--- src/rtl/dmem_arbiter_if.sv ---
// Bus bundle between the CPU MEM stage, the DMA/loader port, the data memory and
// the arbiter that sits between them.
interface dmem_arbiter_if #(
    parameter int ADDR_W = 8,
    parameter int DATA_W = 19
);
    logic              cpu_memread;
    logic              cpu_memwrite;
    logic [ADDR_W-1:0] cpu_addr;
    logic [DATA_W-1:0] cpu_wdata;
    logic [DATA_W-1:0] cpu_rdata;
    logic              cpu_stall;

    logic              dma_req;
    logic              dma_we;
    logic [ADDR_W-1:0] dma_addr;
    logic [DATA_W-1:0] dma_wdata;
    logic              dma_gnt;
    logic              dma_rvalid;
    logic [DATA_W-1:0] dma_rdata;

    logic              mem_en;
    logic              mem_we;
    logic [ADDR_W-1:0] mem_addr;
    logic [DATA_W-1:0] mem_wdata;
    logic [DATA_W-1:0] mem_rdata;

    modport slave (
        input  cpu_memread, cpu_memwrite, cpu_addr, cpu_wdata,
        output cpu_rdata, cpu_stall,
        input  dma_req, dma_we, dma_addr, dma_wdata,
        output dma_gnt, dma_rvalid, dma_rdata,
        output mem_en, mem_we, mem_addr, mem_wdata,
        input  mem_rdata
    );

    modport master (
        output cpu_memread, cpu_memwrite, cpu_addr, cpu_wdata,
        input  cpu_rdata, cpu_stall,
        output dma_req, dma_we, dma_addr, dma_wdata,
        input  dma_gnt, dma_rvalid, dma_rdata,
        input  mem_en, mem_we, mem_addr, mem_wdata,
        output mem_rdata
    );
endinterface

--- src/rtl/dmem_arbiter.sv ---
// Arbitrates the single-port synchronous-read data memory between the CPU MEM
// stage and the DMA port, with bounded DMA starvation and read-data routing.
module dmem_arbiter #(
    parameter int ADDR_W     = 8,
    parameter int DATA_W     = 19,
    parameter int STARVE_MAX = 4
) (
    input  logic           clk,
    input  logic           reset,
    dmem_arbiter_if.slave  bus
);

    typedef enum logic [1:0] {IDLE, CPU_RD, DMA_RD} state_t;

    localparam logic [3:0] STARVE_LIM = 4'(STARVE_MAX);

    state_t            state;
    logic [3:0]        starve_cnt;
    logic [DATA_W-1:0] cpu_rdata_q;
    logic [DATA_W-1:0] dma_rdata_q;
    logic              cpu_req;
    logic              cpu_win;
    logic              dma_win;

    function automatic logic [3:0] sat_inc(input logic [3:0] v);
        return (v >= STARVE_LIM) ? STARVE_LIM : v + 4'd1;
    endfunction

    // In CPU_RD the request still on the bus belongs to the load whose data is returning.
    always_comb begin
        cpu_req = (bus.cpu_memread | bus.cpu_memwrite) && (state != CPU_RD);
        dma_win = bus.dma_req && (!cpu_req || (starve_cnt == STARVE_LIM));
        cpu_win = cpu_req && !dma_win;
    end

    // Combinational outputs are forced low while reset is held, independent of the clock.
    always_comb begin
        bus.mem_en    = 1'b0;
        bus.mem_we    = 1'b0;
        bus.mem_addr  = '0;
        bus.mem_wdata = '0;
        bus.dma_gnt   = 1'b0;
        bus.cpu_stall = 1'b0;
        if (!reset) begin
            if (cpu_win) begin
                bus.mem_en    = 1'b1;
                bus.mem_we    = bus.cpu_memwrite;
                bus.mem_addr  = bus.cpu_addr;
                bus.mem_wdata = bus.cpu_wdata;
            end else if (dma_win) begin
                bus.mem_en    = 1'b1;
                bus.mem_we    = bus.dma_we;
                bus.mem_addr  = bus.dma_addr;
                bus.mem_wdata = bus.dma_wdata;
                bus.dma_gnt   = 1'b1;
            end
            bus.cpu_stall = cpu_req && (!cpu_win || !bus.cpu_memwrite);
        end
    end

    assign bus.cpu_rdata  = (state == CPU_RD) ? bus.mem_rdata : cpu_rdata_q;
    assign bus.dma_rdata  = (state == DMA_RD) ? bus.mem_rdata : dma_rdata_q;
    assign bus.dma_rvalid = (state == DMA_RD);

    always_ff @(posedge clk or posedge reset) begin
        if (reset) begin
            state       <= IDLE;
            starve_cnt  <= '0;
            cpu_rdata_q <= '0;
            dma_rdata_q <= '0;
        end else begin
            if (state == CPU_RD)
                cpu_rdata_q <= bus.mem_rdata;
            if (state == DMA_RD)
                dma_rdata_q <= bus.mem_rdata;

            if (cpu_win && !bus.cpu_memwrite)
                state <= CPU_RD;
            else if (dma_win && !bus.dma_we)
                state <= DMA_RD;
            else
                state <= IDLE;

            if (bus.dma_req && cpu_win)
                starve_cnt <= sat_inc(starve_cnt);
            else
                starve_cnt <= '0;
        end
    end

endmodule

--- src/flat_wrapper.sv ---
// flat-port wrapper written by rule: the top's interface ports become plain ports
module dmem_arbiter_flat 
#(
    parameter int ADDR_W     = 8,
    parameter int DATA_W     = 19,
    parameter int STARVE_MAX = 4
)
  (clk, reset, bus_cpu_memread, bus_cpu_memwrite, bus_cpu_addr, bus_cpu_wdata, bus_cpu_rdata, bus_cpu_stall, bus_dma_req, bus_dma_we, bus_dma_addr, bus_dma_wdata, bus_dma_gnt, bus_dma_rvalid, bus_dma_rdata, bus_mem_en, bus_mem_we, bus_mem_addr, bus_mem_wdata, bus_mem_rdata);
  dmem_arbiter_if #(.ADDR_W(ADDR_W), .DATA_W(DATA_W)) bus_i ();
  input  logic clk;
  input  logic reset;
  input wire logic [$bits(bus_i.cpu_memread)-1:0] bus_cpu_memread;
  input wire logic [$bits(bus_i.cpu_memwrite)-1:0] bus_cpu_memwrite;
  input wire logic [$bits(bus_i.cpu_addr)-1:0] bus_cpu_addr;
  input wire logic [$bits(bus_i.cpu_wdata)-1:0] bus_cpu_wdata;
  output wire logic [$bits(bus_i.cpu_rdata)-1:0] bus_cpu_rdata;
  output wire logic [$bits(bus_i.cpu_stall)-1:0] bus_cpu_stall;
  input wire logic [$bits(bus_i.dma_req)-1:0] bus_dma_req;
  input wire logic [$bits(bus_i.dma_we)-1:0] bus_dma_we;
  input wire logic [$bits(bus_i.dma_addr)-1:0] bus_dma_addr;
  input wire logic [$bits(bus_i.dma_wdata)-1:0] bus_dma_wdata;
  output wire logic [$bits(bus_i.dma_gnt)-1:0] bus_dma_gnt;
  output wire logic [$bits(bus_i.dma_rvalid)-1:0] bus_dma_rvalid;
  output wire logic [$bits(bus_i.dma_rdata)-1:0] bus_dma_rdata;
  output wire logic [$bits(bus_i.mem_en)-1:0] bus_mem_en;
  output wire logic [$bits(bus_i.mem_we)-1:0] bus_mem_we;
  output wire logic [$bits(bus_i.mem_addr)-1:0] bus_mem_addr;
  output wire logic [$bits(bus_i.mem_wdata)-1:0] bus_mem_wdata;
  input wire logic [$bits(bus_i.mem_rdata)-1:0] bus_mem_rdata;
  assign bus_i.cpu_memread = bus_cpu_memread;
  assign bus_i.cpu_memwrite = bus_cpu_memwrite;
  assign bus_i.cpu_addr = bus_cpu_addr;
  assign bus_i.cpu_wdata = bus_cpu_wdata;
  assign bus_cpu_rdata = bus_i.cpu_rdata;
  assign bus_cpu_stall = bus_i.cpu_stall;
  assign bus_i.dma_req = bus_dma_req;
  assign bus_i.dma_we = bus_dma_we;
  assign bus_i.dma_addr = bus_dma_addr;
  assign bus_i.dma_wdata = bus_dma_wdata;
  assign bus_dma_gnt = bus_i.dma_gnt;
  assign bus_dma_rvalid = bus_i.dma_rvalid;
  assign bus_dma_rdata = bus_i.dma_rdata;
  assign bus_mem_en = bus_i.mem_en;
  assign bus_mem_we = bus_i.mem_we;
  assign bus_mem_addr = bus_i.mem_addr;
  assign bus_mem_wdata = bus_i.mem_wdata;
  assign bus_i.mem_rdata = bus_mem_rdata;
  dmem_arbiter #(.ADDR_W(ADDR_W), .DATA_W(DATA_W), .STARVE_MAX(STARVE_MAX)) u_core (.clk(clk), .reset(reset), .bus(bus_i));
endmodule
--- config.mk ---
export PLATFORM = sky130hd
export DESIGN_NAME = dmem_arbiter_flat
export DESIGN_NICKNAME = d
export VERILOG_FILES = /design/src/rtl/dmem_arbiter_if.sv /design/src/rtl/dmem_arbiter.sv /design/src/flat_wrapper.sv
export SDC_FILE = /design/constraint.sdc
export NUM_CORES = 1
export LEC_CHECK = 0
export CAP_MARGIN = 0
export CORE_MARGIN = 4
export CORE_UTILIZATION = 36
export DETAILED_ROUTE_END_ITERATION = 16
export PLACE_DENSITY = 0.85
export REMOVE_ABC_BUFFERS = 1
export SLEW_MARGIN = 20
export SYNTH_ARGS = -nofsm -noshare
export SYNTH_HDL_FRONTEND = slang
export SYNTH_SLANG_ARGS = --single-unit
--- constraint.sdc ---
create_clock -name clk -period 2.55 [get_ports clk]
set_input_delay 0.6375 -clock clk [delete_from_list [all_inputs] [get_ports clk]]
set_output_delay 0.6375 -clock clk [all_outputs]
set_load 0.01 [all_outputs]
==> flow_summary.rst <==
.. list-table::
   :header-rows: 1

   * - Metric
     - Value
   * - TritonCTS clock tree
     - built
   * - Number of gates on the worst path with buffers counted
     - 5
   * - Tmin final
     - 2.49 ns
   * - Post-Synthesis Cell Area
     - 2270 um2
   * - Growth of design area from synthesis to finish
     - 81.3%
   * - Detailed-route vias per instance
     - 4.94
   * - Crit path launch type
     - register
   * - Required @ worst endpoint
     - 1.91 ns
   * - Die ar.
     - 7640 um2
   * - Inserted Diodes
     - 0
   * - Routed Antenna Nets
     - 0
   * - Standard cell core area
     - 6030 um2
   * - Initial core utilization
     - 37.7%
   * - DRC violations left
     - 0
   * - Worst Setup Slack, final
     - 0.0596 ns
   * - Die height
     - 87.4 um
   * - Critical Path Fanout Max
     - 2
   * - First DRT Iteration DRCs
     - 115
   * - CP Buf/Inv Count
     - 2
   * - Row cnt
     - 28
   * - Place WS
     - -0.538 ns
   * - IO buf count
     - 148
   * - Clk slew on worst S/H paths
     - 0.08 ns
   * - CTS sink cnt
     - 44
   * - Layout cells sized above 1
     - 25.3%
   * - RSZ-0062 raised after global routing
     - yes
   * - Sequential share of the synthesized area
     - 48.5%
   * - CTS Buffer Depth
     - 2
   * - Leading cell types by count after synthesis
     - sky130_fd_sc_hd__nand2_1 (86), sky130_fd_sc_hd__dfrtp_1 (44), sky130_fd_sc_hd__inv_1 (31)
   * - Critical path, cell by cell
     - inv_1, ha_2, nand4b_1, a2111oi_1, dlygate4sd2_1
   * - DP Area
     - 3970 um2
   * - Clk Tree Root Cell
     - sky130_fd_sc_hd__clkbuf_8
   * - Antenna violations before repair
     - 0
   * - Die width
     - 87.4 um
   * - Classification of the worst setup path
     - reg -> out
   * - Pwr/cell area
     - 564 nW/um2
   * - Remaining Overflow, GRT
     - 0
   * - CP peak stage delay
     - 0.41 ns
   * - Setup Viol. Count Final
     - 0
   * - GR Util All Layers
     - 20.3%
   * - Total Routed Length
     - 8150 um
   * - Count of maximum capacitance violations
     - 0
   * - Post-synthesis instance total
     - 248
   * - Result of the run
     - completed
   * - Capture point of the worst reg-to-reg path
     - u_core.starve_cnt[2]
   * - Half-perimeter wire length of the detailed placement result
     - 5790 um
   * - Critical Path Source
     - u_core.starve_cnt[0]
   * - Total of flip-flops plus latches after synthesis
     - 44
   * - Mean post-synth cell area
     - 9.16 um2
   * - Yosys top cell area share
     - 48.5%
   * - First-pass iteration count of the detailed router
     - 4
   * - Cell count of the worst reg-to-reg path
     - 6
   * - Wirelength per Cell
     - 16.6 um
   * - Unique cell type count in the Yosys netlist
     - 26
   * - Standard cell with the maximum stage delay on the critical path
     - sky130_fd_sc_hd__a2111oi_1
   * - Leakage component of the power
     - 2.06 nW
   * - Setup slack of the worst register-to-register path
     - 1.12 ns
   * - Last weighted congestion value of the routability-driven placer
     - 0.838
   * - Worst Tran Pin Value
     - 0.549 ns
   * - Leading area contributor after synthesis
     - sky130_fd_sc_hd__dfrtp_1
   * - Worst Clk Skew
     - 0.00935 ns
   * - Worst setup path endpoint
     - bus_cpu_stall
   * - Fmax achieved
     - 402 MHz
   * - Via count of the first global-routing pass
     - 2518
   * - Synthesis warning total
     - 0
   * - Number of max-slew violations in the final report
     - 0
   * - Cell family with the largest share of critical-path delay
     - compound AO/OA/AOI/OAI gates
   * - Share of the cycle needed by the critical path after routing
     - 97.7%
   * - Worst-Skew Late Latency
     - 0.29 ns
   * - Dominant synthesized flop cell
     - sky130_fd_sc_hd__dfrtp_1
   * - Crit. End Element
     - output pin
   * - Async set-or-reset flop fraction in the synthesized netlist
     - 100%
   * - Count of flip-flops with a built-in enable after synthesis
     - 0
   * - Post-layout nets
     - 496
   * - Pin count of the biggest net entering global routing
     - 45
   * - Via total after detailed routing
     - 2423
   * - Clock H-tree levels
     - 2
   * - Path category of the worst min-delay check
     - reg -> reg
   * - Num CTS Buffers
     - 5
   * - Startpoint of the most critical register-to-register path
     - u_core.starve_cnt[0]
   * - Worst rel slew slack
     - 63.4%
   * - Leading cell type by number of instances after synthesis
     - sky130_fd_sc_hd__nand2_1
   * - First-pass GRT wire length
     - 12300 um
   * - Worst EP arrival
     - 1.85 ns
   * - Most area-consuming cells after synthesis
     - sky130_fd_sc_hd__dfrtp_1 (48%), sky130_fd_sc_hd__nand2_1 (14%), sky130_fd_sc_hd__o32ai_1 (11%), sky130_fd_sc_hd__mux2_2 (9.4%), sky130_fd_sc_hd__inv_1 (5.1%)
   * - Worst vdd ir
     - 0.490 mV
   * - Top-Level Pins
     - 149
   * - Final Hold Viols
     - 0
   * - Final design instance area without fill
     - 4120 um2
==> cells in the final DEF, fill, tap and decap left out, types with 2 or more instances in the layout <==
cell,n
sky130_fd_sc_hd__o32ai_2,9
sky130_fd_sc_hd__dfrtp_1,44
sky130_fd_sc_hd__clkbuf_8,7
sky130_fd_sc_hd__nor2_1,2
sky130_fd_sc_hd__clkbuf_2,19
sky130_fd_sc_hd__nor2b_4,3
sky130_fd_sc_hd__buf_12,5
sky130_fd_sc_hd__buf_16,2
sky130_fd_sc_hd__nand2_1,85
sky130_fd_sc_hd__nor3b_1,2
sky130_fd_sc_hd__dlygate4sd2_1,37
sky130_fd_sc_hd__mux2_2,19
sky130_fd_sc_hd__buf_4,21
sky130_fd_sc_hd__inv_1,30
sky130_fd_sc_hd__buf_6,2
sky130_fd_sc_hd__dlymetal6s2s_1,6
sky130_fd_sc_hd__clkdlybuf4s50_1,75
sky130_fd_sc_hd__o32ai_1,19
sky130_fd_sc_hd__buf_2,9
==> area by class of cell <==
cell class / instances / area (um2)
clock buffers: 7 / 96.3
fillers: 482 / 1910
inverters: 31 / 116
multi-input cells: 155 / 1060
flip-flops and latches: 44 / 1100
well taps: 75 / 93.8
repair buffers: 178 / 1650
==> state kept, by name, indices dropped and copies added, names as in the netlist <==
signal,cells
u_core.starve_cnt,4
u_core.state,2
u_core.dma_rdata_q,19
u_core.cpu_rdata_q,19
==> per-stage QoR <==
| step | util [%] | std cells | setup TNS, ns | total power [W] | hold slack, ns |
|---|---|---|---|---|---|
| after floorplan | - | 230 | -3.81 | 0.00131 | 0.438 |
| after global placement | 65.8 | 473 | -12.97 | 0.00195 | 0.453 |
| after detailed placement | 65.8 | 473 | -14.24 | 0.00198 | 0.457 |
| after CTS | 69.1 | 489 | 0 | 0.00235 | 0.473 |
| after global routing | 68.3 | 490 | -0.0953 | 0.00247 | 0.493 |
| final | 68.3 | 490 | 0 | 0.00232 | 0.469 |
==> worst min-delay path by stage <==
stage                           startpoint                endpoint  depth (start not counted)
finish              u_core.cpu_rdata_q[15]  u_core.cpu_rdata_q[15]                          2
detailed placement  u_core.cpu_rdata_q[18]  u_core.cpu_rdata_q[18]                          2
CTS                 u_core.cpu_rdata_q[17]  u_core.cpu_rdata_q[17]                          2
floorplan             u_core.starve_cnt[0]    u_core.starve_cnt[0]                          1
global route        u_core.cpu_rdata_q[15]  u_core.cpu_rdata_q[15]                          2
global placement    u_core.cpu_rdata_q[12]  u_core.cpu_rdata_q[12]                          2
==> power by group <==
group | internal, W | switching [W]
logic | 0.000510 | 0.000451
clock network | 0.000241 | 0.000216
registers | 0.000857 | 0.0000462
total | 0.00161 | 0.000713
==> logic make-up after synthesis <==
group	synth area share, %
AO/OA/AOI/OAI	12.5
buffers and inverters	9.42
other	0.165
adder cells (fa/ha/maj)	1.10
multiplexers	9.42
flip-flops	48.5
AND/OR/NAND/NOR	18.9
==> worst register-to-register path, stage by stage, from the launching register on <==
cell and delay [ns]:
sky130_fd_sc_hd__dfrtp_1 0.37, sky130_fd_sc_hd__inv_1 0.05, sky130_fd_sc_hd__ha_2 0.20, sky130_fd_sc_hd__a311oi_4 0.25
sky130_fd_sc_hd__buf_4 0.17, sky130_fd_sc_hd__buf_6 0.16, sky130_fd_sc_hd__o311a_1 0.17
==> timing repair <==
action,in CTS,in global routing
pin swaps,2,1
hold buffers,0,0
setup buffers,7,1
cloned,2,0
resized for setup,114,66
endpoints found under the setup margin,59,33
==> per-layer routing <==
layer	GRT usage (%)	vias up	wire length [um]	share of wire, %
met5	0	-	0	0
met1	24.6	1161	3060	38
met4	5.02	0	165	2.0
li1	-	1156	-	-
met3	4.35	17	495	6.1
met2	36.2	89	4430	54
No activity file was read; power rests on OpenSTA's default activity.
==> edit 1: new RTL, same flow settings <==
`ADDR_W` is set to 8 in 3 places; all go to 7.
--- a/src/rtl/dmem_arbiter_if.sv
+++ b/src/rtl/dmem_arbiter_if.sv
@@ -1,7 +1,7 @@
 // Bus bundle between the CPU MEM stage, the DMA/loader port, the data memory and
 // the arbiter that sits between them.
 interface dmem_arbiter_if #(
-    parameter int ADDR_W = 8,
+    parameter int ADDR_W = 7,
     parameter int DATA_W = 19
 );
     logic              cpu_memread;
--- a/src/rtl/dmem_arbiter.sv
+++ b/src/rtl/dmem_arbiter.sv
@@ -1,7 +1,7 @@
 // Arbitrates the single-port synchronous-read data memory between the CPU MEM
 // stage and the DMA port, with bounded DMA starvation and read-data routing.
 module dmem_arbiter #(
-    parameter int ADDR_W     = 8,
+    parameter int ADDR_W     = 7,
     parameter int DATA_W     = 19,
     parameter int STARVE_MAX = 4
 ) (
--- a/src/flat_wrapper.sv
+++ b/src/flat_wrapper.sv
@@ -1,7 +1,7 @@
 // flat-port wrapper written by rule: the top's interface ports become plain ports
 module dmem_arbiter_flat 
 #(
-    parameter int ADDR_W     = 8,
+    parameter int ADDR_W     = 7,
     parameter int DATA_W     = 19,
     parameter int STARVE_MAX = 4
 )
Ports: changed (resized bus_cpu_addr, bus_dma_addr and bus_mem_addr); port bits go from 149 to 146. The function was not compared with the original's and may differ.
==> edit 1 against the unedited design <==
Highest routed layer unchanged. Area after synthesis up 1.0%. Largest cell class unchanged. Die area up 0.95%. Routed wire length up 1.9%. Sequential cell count unchanged. Design area up 3.3%. First-iteration DRC count down 3.5%. Power up 2.9%. Worst setup slack better by 0.0086 ns.
==> edit 1: results (changes against the unedited design) <==
| Metric | Value |
|---|---|
| Worst r2r dst | `u_core.state[1]$_DFF_PP0_` |
| Fin Hold WS | `0.472 ns (+0.00287 ns)` |
| Initial DRC count | `111 (-3.5%)` |
| Hold Path Sink | `u_core.cpu_rdata_q[10]$_DFF_PP0_` |
| Post-DP HPWL | `5.91 mm (+2.2%)` |
| Ratio of cells with drive above 1 in the final layout | `25.7% (+0.43 points)` |
| First-pass iteration count of the detailed router | `6 (+2)` |
| Routability cong. | `0.803 (-4.2%)` |
| Sequential area share after synthesis | `48.0% (-0.50 points)` |
| Routed WL | `8.31 mm (+1.9%)` |
| NumNets Final | `486 (-2.0%)` |
| Pleak | `2.31 nW (+12%)` |
| Netlist cell types | `28 (+7.7%)` |
| Internal | `1.67 mW (+3.7%)` |
| Vias/cell | `4.93 (-0.27%)` |
| Critical path fanouts, max | `8 (+6)` |
| Crit-path leading delay family | `buffers and inverters` |
| Slew Limit Headroom | `64.3% (+0.87 points)` |
| Status | `finished, final reports clean` |
| Vias in the first global route | `2504 (-0.56%)` |
| M3 GR Usage | `4.70% (+0.35 points)` |
| Met3 routed WL | `413 microns (-17%)` |
| Multiplexer share of the synthesized area | `9.32% (-0.098 points)` |
| Post-Synth Adder-Cell Area | `1.09% (-0.011 points)` |
| Detail Route met2 WL | `4.54 mm (+2.5%)` |
| VDD IR-drop max | `478 uV (-2.5%)` |
| Met1 Use GR | `25.3% (+0.71 points)` |
| Crit-path max cell delay | `0.37 ns (-0.04 ns)` |
| FFs w/ async S/R, synth | `100% (unchanged)` |
| CP max stage cell | `a311oi_4` |
| Worst Skew | `0.00687 ns (-0.00247 ns)` |
| First-pass GRT wire length | `12.4 mm (+1.0%)` |
| Min-delay src | `u_core.cpu_rdata_q[10]$_DFF_PP0_` |
| IO Port Bufs | `145 (-2.0%)` |
| Metal-1 WL | `3.20 mm (+4.4%)` |
| R2R Setup Slk | `1.07 ns (-0.05 ns)` |
| Top cells by count, synth | `nand2_1 (85), dfrtp_1 (44), inv_1 (30)` |
| GRT Total Usage | `20.8% (+0.53 points)` |
| Area contributors post-synth | `dfrtp_1 (48%), nand2_1 (14%), o32ai_1 (10%), mux2_2 (9.3%), inv_1 (4.9%)` |
| Post-synthesis compound-gate area fraction | `12.8% (+0.25 points)` |
| M2 GR Usage | `36.8% (+0.62 points)` |
-- edit 1: power groups by stage --
stage | logic, mW | registers [mW] | clock network [mW]
after global placement | 1.05 | 0.905 | 0
after detailed placement | 1.07 | 0.917 | 0
after floorplan | 0.412 | 0.901 | 0
final | 1.05 | 0.903 | 0.434
after CTS | 1.07 | 0.902 | 0.448
after global routing | 1.14 | 0.919 | 0.480
-- edit 1: per-stage QoR --
step	utilization [%]	power (mW)	instances	worst slack, ns	instance area, sq um
after floorplan	-	1.31	227	-0.0140	2190
after global placement	65.4	1.95	469	-0.587	3970
after detailed placement	65.4	1.98	469	-0.614	3970
after CTS	67.2	2.42	481	0.00193	4070
after global routing	70.2	2.54	483	-0.00969	4250
final	70.2	2.39	483	0.0682	4250
-- edit 1: timing repair --
| item | 4_1_cts | 5_1_grt |
|---|---|---|
| cloned | 4 | 0 |
| setup endpoints to repair | 51 | 57 |
| pin swaps | 2 | 1 |
| resized for setup | 137 | 73 |
| setup buffers | 0 | 2 |
-- edit 1: layout make-up --
class | count | area, sq um
Timing Repair Buffer | 173 | 1740
Tap cell | 75 | 93.8
Sequential cell | 44 | 1100
Fill cell | 443 | 1810
Multi-Input combinational cell | 153 | 1110
Inverter | 30 | 113
Clock buffer | 8 | 90.1
-- edit 1: how the worst max path moves through the flow --
stage	to	startpoint	cells past startpoint	slack [ns]
floorplan	bus_mem_wdata[17]	reset	3	-0.01
global placement	bus_mem_we	bus_cpu_memwrite	6	-0.59
detailed placement	bus_mem_we	bus_cpu_memwrite	6	-0.61
CTS	bus_mem_wdata[3]	u_core.starve_cnt[0]$_DFF_PP0_	6	0.002
global route	bus_cpu_rdata[11]	u_core.state[0]$_DFF_PP0_	5	-0.01
finish	bus_mem_we	u_core.starve_cnt[0]$_DFF_PP0_	7	0.07
==> edit 2: new RTL, same flow settings <==
Made on the original files. Reset style: synchronous (`reset`), changed in one clocked block.
--- a/src/rtl/dmem_arbiter.sv
+++ b/src/rtl/dmem_arbiter.sv
@@ -62,7 +62,7 @@
     assign bus.dma_rdata  = (state == DMA_RD) ? bus.mem_rdata : dma_rdata_q;
     assign bus.dma_rvalid = (state == DMA_RD);
 
-    always_ff @(posedge clk or posedge reset) begin
+    always_ff @(posedge clk) begin
         if (reset) begin
             state       <= IDLE;
             starve_cnt  <= '0;
Check against the original RTL: differs if reset is asserted again (counterexample within 4 cycles, from zero or initial values and one cycle with reset high); with reset held inactive, the same outputs for 10 cycles.
==> edit 2 against the unedited design <==
Routed wire length shrank 3.9%. Power decreased by 28%. Synthesized cell count down 9.7%. Fmax down 2.3%. Non-clock buffer count grew 2. Area after synthesis is 0.88% higher. Worst setup slack lost 0.059 ns. Via count decreased by 2.7%. Critical path depth increased by 3. Sequential cell count unchanged. Design area up 1.3%. Clock skew decreased by 0.0013 ns. Critical endpoint is now bus_mem_wdata[17]. Highest routed layer unchanged.
==> edit 2: results (changes against the unedited design) <==
| Metric | Value |
|---|---|
| Crit path to | `bus_mem_wdata[17]` |
| Area contributors post-synth | `dfxtp_1 (38%), mux2_2 (18%), and2_1 (18%), a32o_1 (12%), clkbuf_1 (2.0%)` |
| Routability cong. | `0.801 (-4.5%)` |
| Total power | `1.67 mW (-28%)` |
| VDD IR-drop max | `241 uV (-51%)` |
| Cell count after placement | `449 (-5.1%)` |
| R2R Path Start | `u_core.state[1]$_SDFF_PP0_` |
| Metal-1 WL | `2.67 mm (-13%)` |
| M3 GR Usage | `7.90% (+3.6 points)` |
| Critical path fanouts, max | `7 (+5)` |
| Worst Skew | `0.00809 ns (-0.00126 ns)` |
| Crit-path max cell delay | `0.34 ns (-0.07 ns)` |
| Multiplexer share of the synthesized area | `18.7% (+9.3 points)` |
| Fillers | `449 (-6.8%)` |
| Crit path from | `u_core.starve_cnt[1]$_SDFF_PP0_` |
| Crit-path leading delay family | `simple AND/OR/NAND/NOR gates` |
| Fin Hold WS | `0.519 ns (+0.0502 ns)` |
| Routed WL per cell | `16.8 microns (+0.78%)` |
| Register-to-Register Path Depth | `5 (-1)` |
| Vias in the first global route | `2637 (+4.7%)` |
| Post-cts sizing count | `154 (+35%)` |
| Routed WL | `7.83 mm (-3.9%)` |
| Hold Path Sink | `u_core.starve_cnt[0]$_SDFF_PP0_` |
| Post-Synth Adder-Cell Area | `1.09% (-0.0096 points)` |
| Post-synthesis compound-gate area fraction | `13.1% (+0.55 points)` |
| Detail Route met2 WL | `4.21 mm (-5.1%)` |
| GRT Total Usage | `20.5% (+0.21 points)` |
| Seq power | `0.717 mW (-21%)` |
| Setup ws final | `0.000390 ns (-0.0592 ns)` |
| Switch Pwr | `0.440 mW (-38%)` |
| Area of placed instances | `3980 sq um (+0.25%)` |
| Vias | `2357 (-2.7%)` |
| Dpl ws | `-0.623 ns (-0.0858 ns)` |
| Netlist cell types | `27 (+3.8%)` |
| CP max stage cell | `dfxtp_2` |
| First-pass GRT wire length | `12.2 mm (-1.3%)` |
| Pleak | `1.95 nW (-5.1%)` |
| Top cells by count, synth | `and2_1 (66), dfxtp_1 (44), mux2_2 (37)` |
| Initial DRC count | `43 (-63%)` |
| Largest net degree at the start of global routing | `22 (-51%)` |
| FFs w/ async S/R, synth | `0% (-100 points)` |
| Clock latency on the worst-skew pair | `0.29 ns (about the same)` |
| Status | `finished, final reports clean` |
| Antenna cells | `0 (unchanged)` |
| Post-CTS Setup Bufs | `4 (-3)` |
| Met3 routed WL | `730 microns (+47%)` |
| Worst r2r dst | `u_core.dma_rdata_q[0]$_SDFF_PP0_` |
| Post-DP HPWL | `5.79 mm (+0.12%)` |
| Met1 Use GR | `18.1% (-6.5 points)` |
| CP arrival | `1.91 ns (+0.06 ns)` |
==> edit 2: changes by cell type in the layout (fill, tap and decap cells not counted), sizes merged, moves of 4 or more <==
| cell | before | now |
|---|---|---|
| nand2 | 86 | 2 |
| and2 | 0 | 66 |
| dfrtp | 44 | 0 |
| dfxtp | 0 | 44 |
| dlygate4sd2 | 37 | 7 |
| a32o | 0 | 28 |
| o32ai | 28 | 0 |
| inv | 31 | 4 |
| clkdlybuf4s50 | 75 | 101 |
| buf | 39 | 61 |
| clkbuf | 26 | 5 |
| mux2 | 19 | 38 |
| dlymetal6s2s | 6 | 10 |
==> edit 2: final cells by class <==
cell class | count | area [sq um] | share of cell area (%)
flip-flops and latches | 44 | 888 | 21.3
clock buffers | 5 | 68.8 | 1.65
well taps | 75 | 93.8 | 2.25
inverters | 4 | 15.0 | 0.360
clock inverters | 2 | 12.5 | 0.300
multi-input cells | 157 | 1360 | 32.7
repair buffers | 180 | 1730 | 41.5
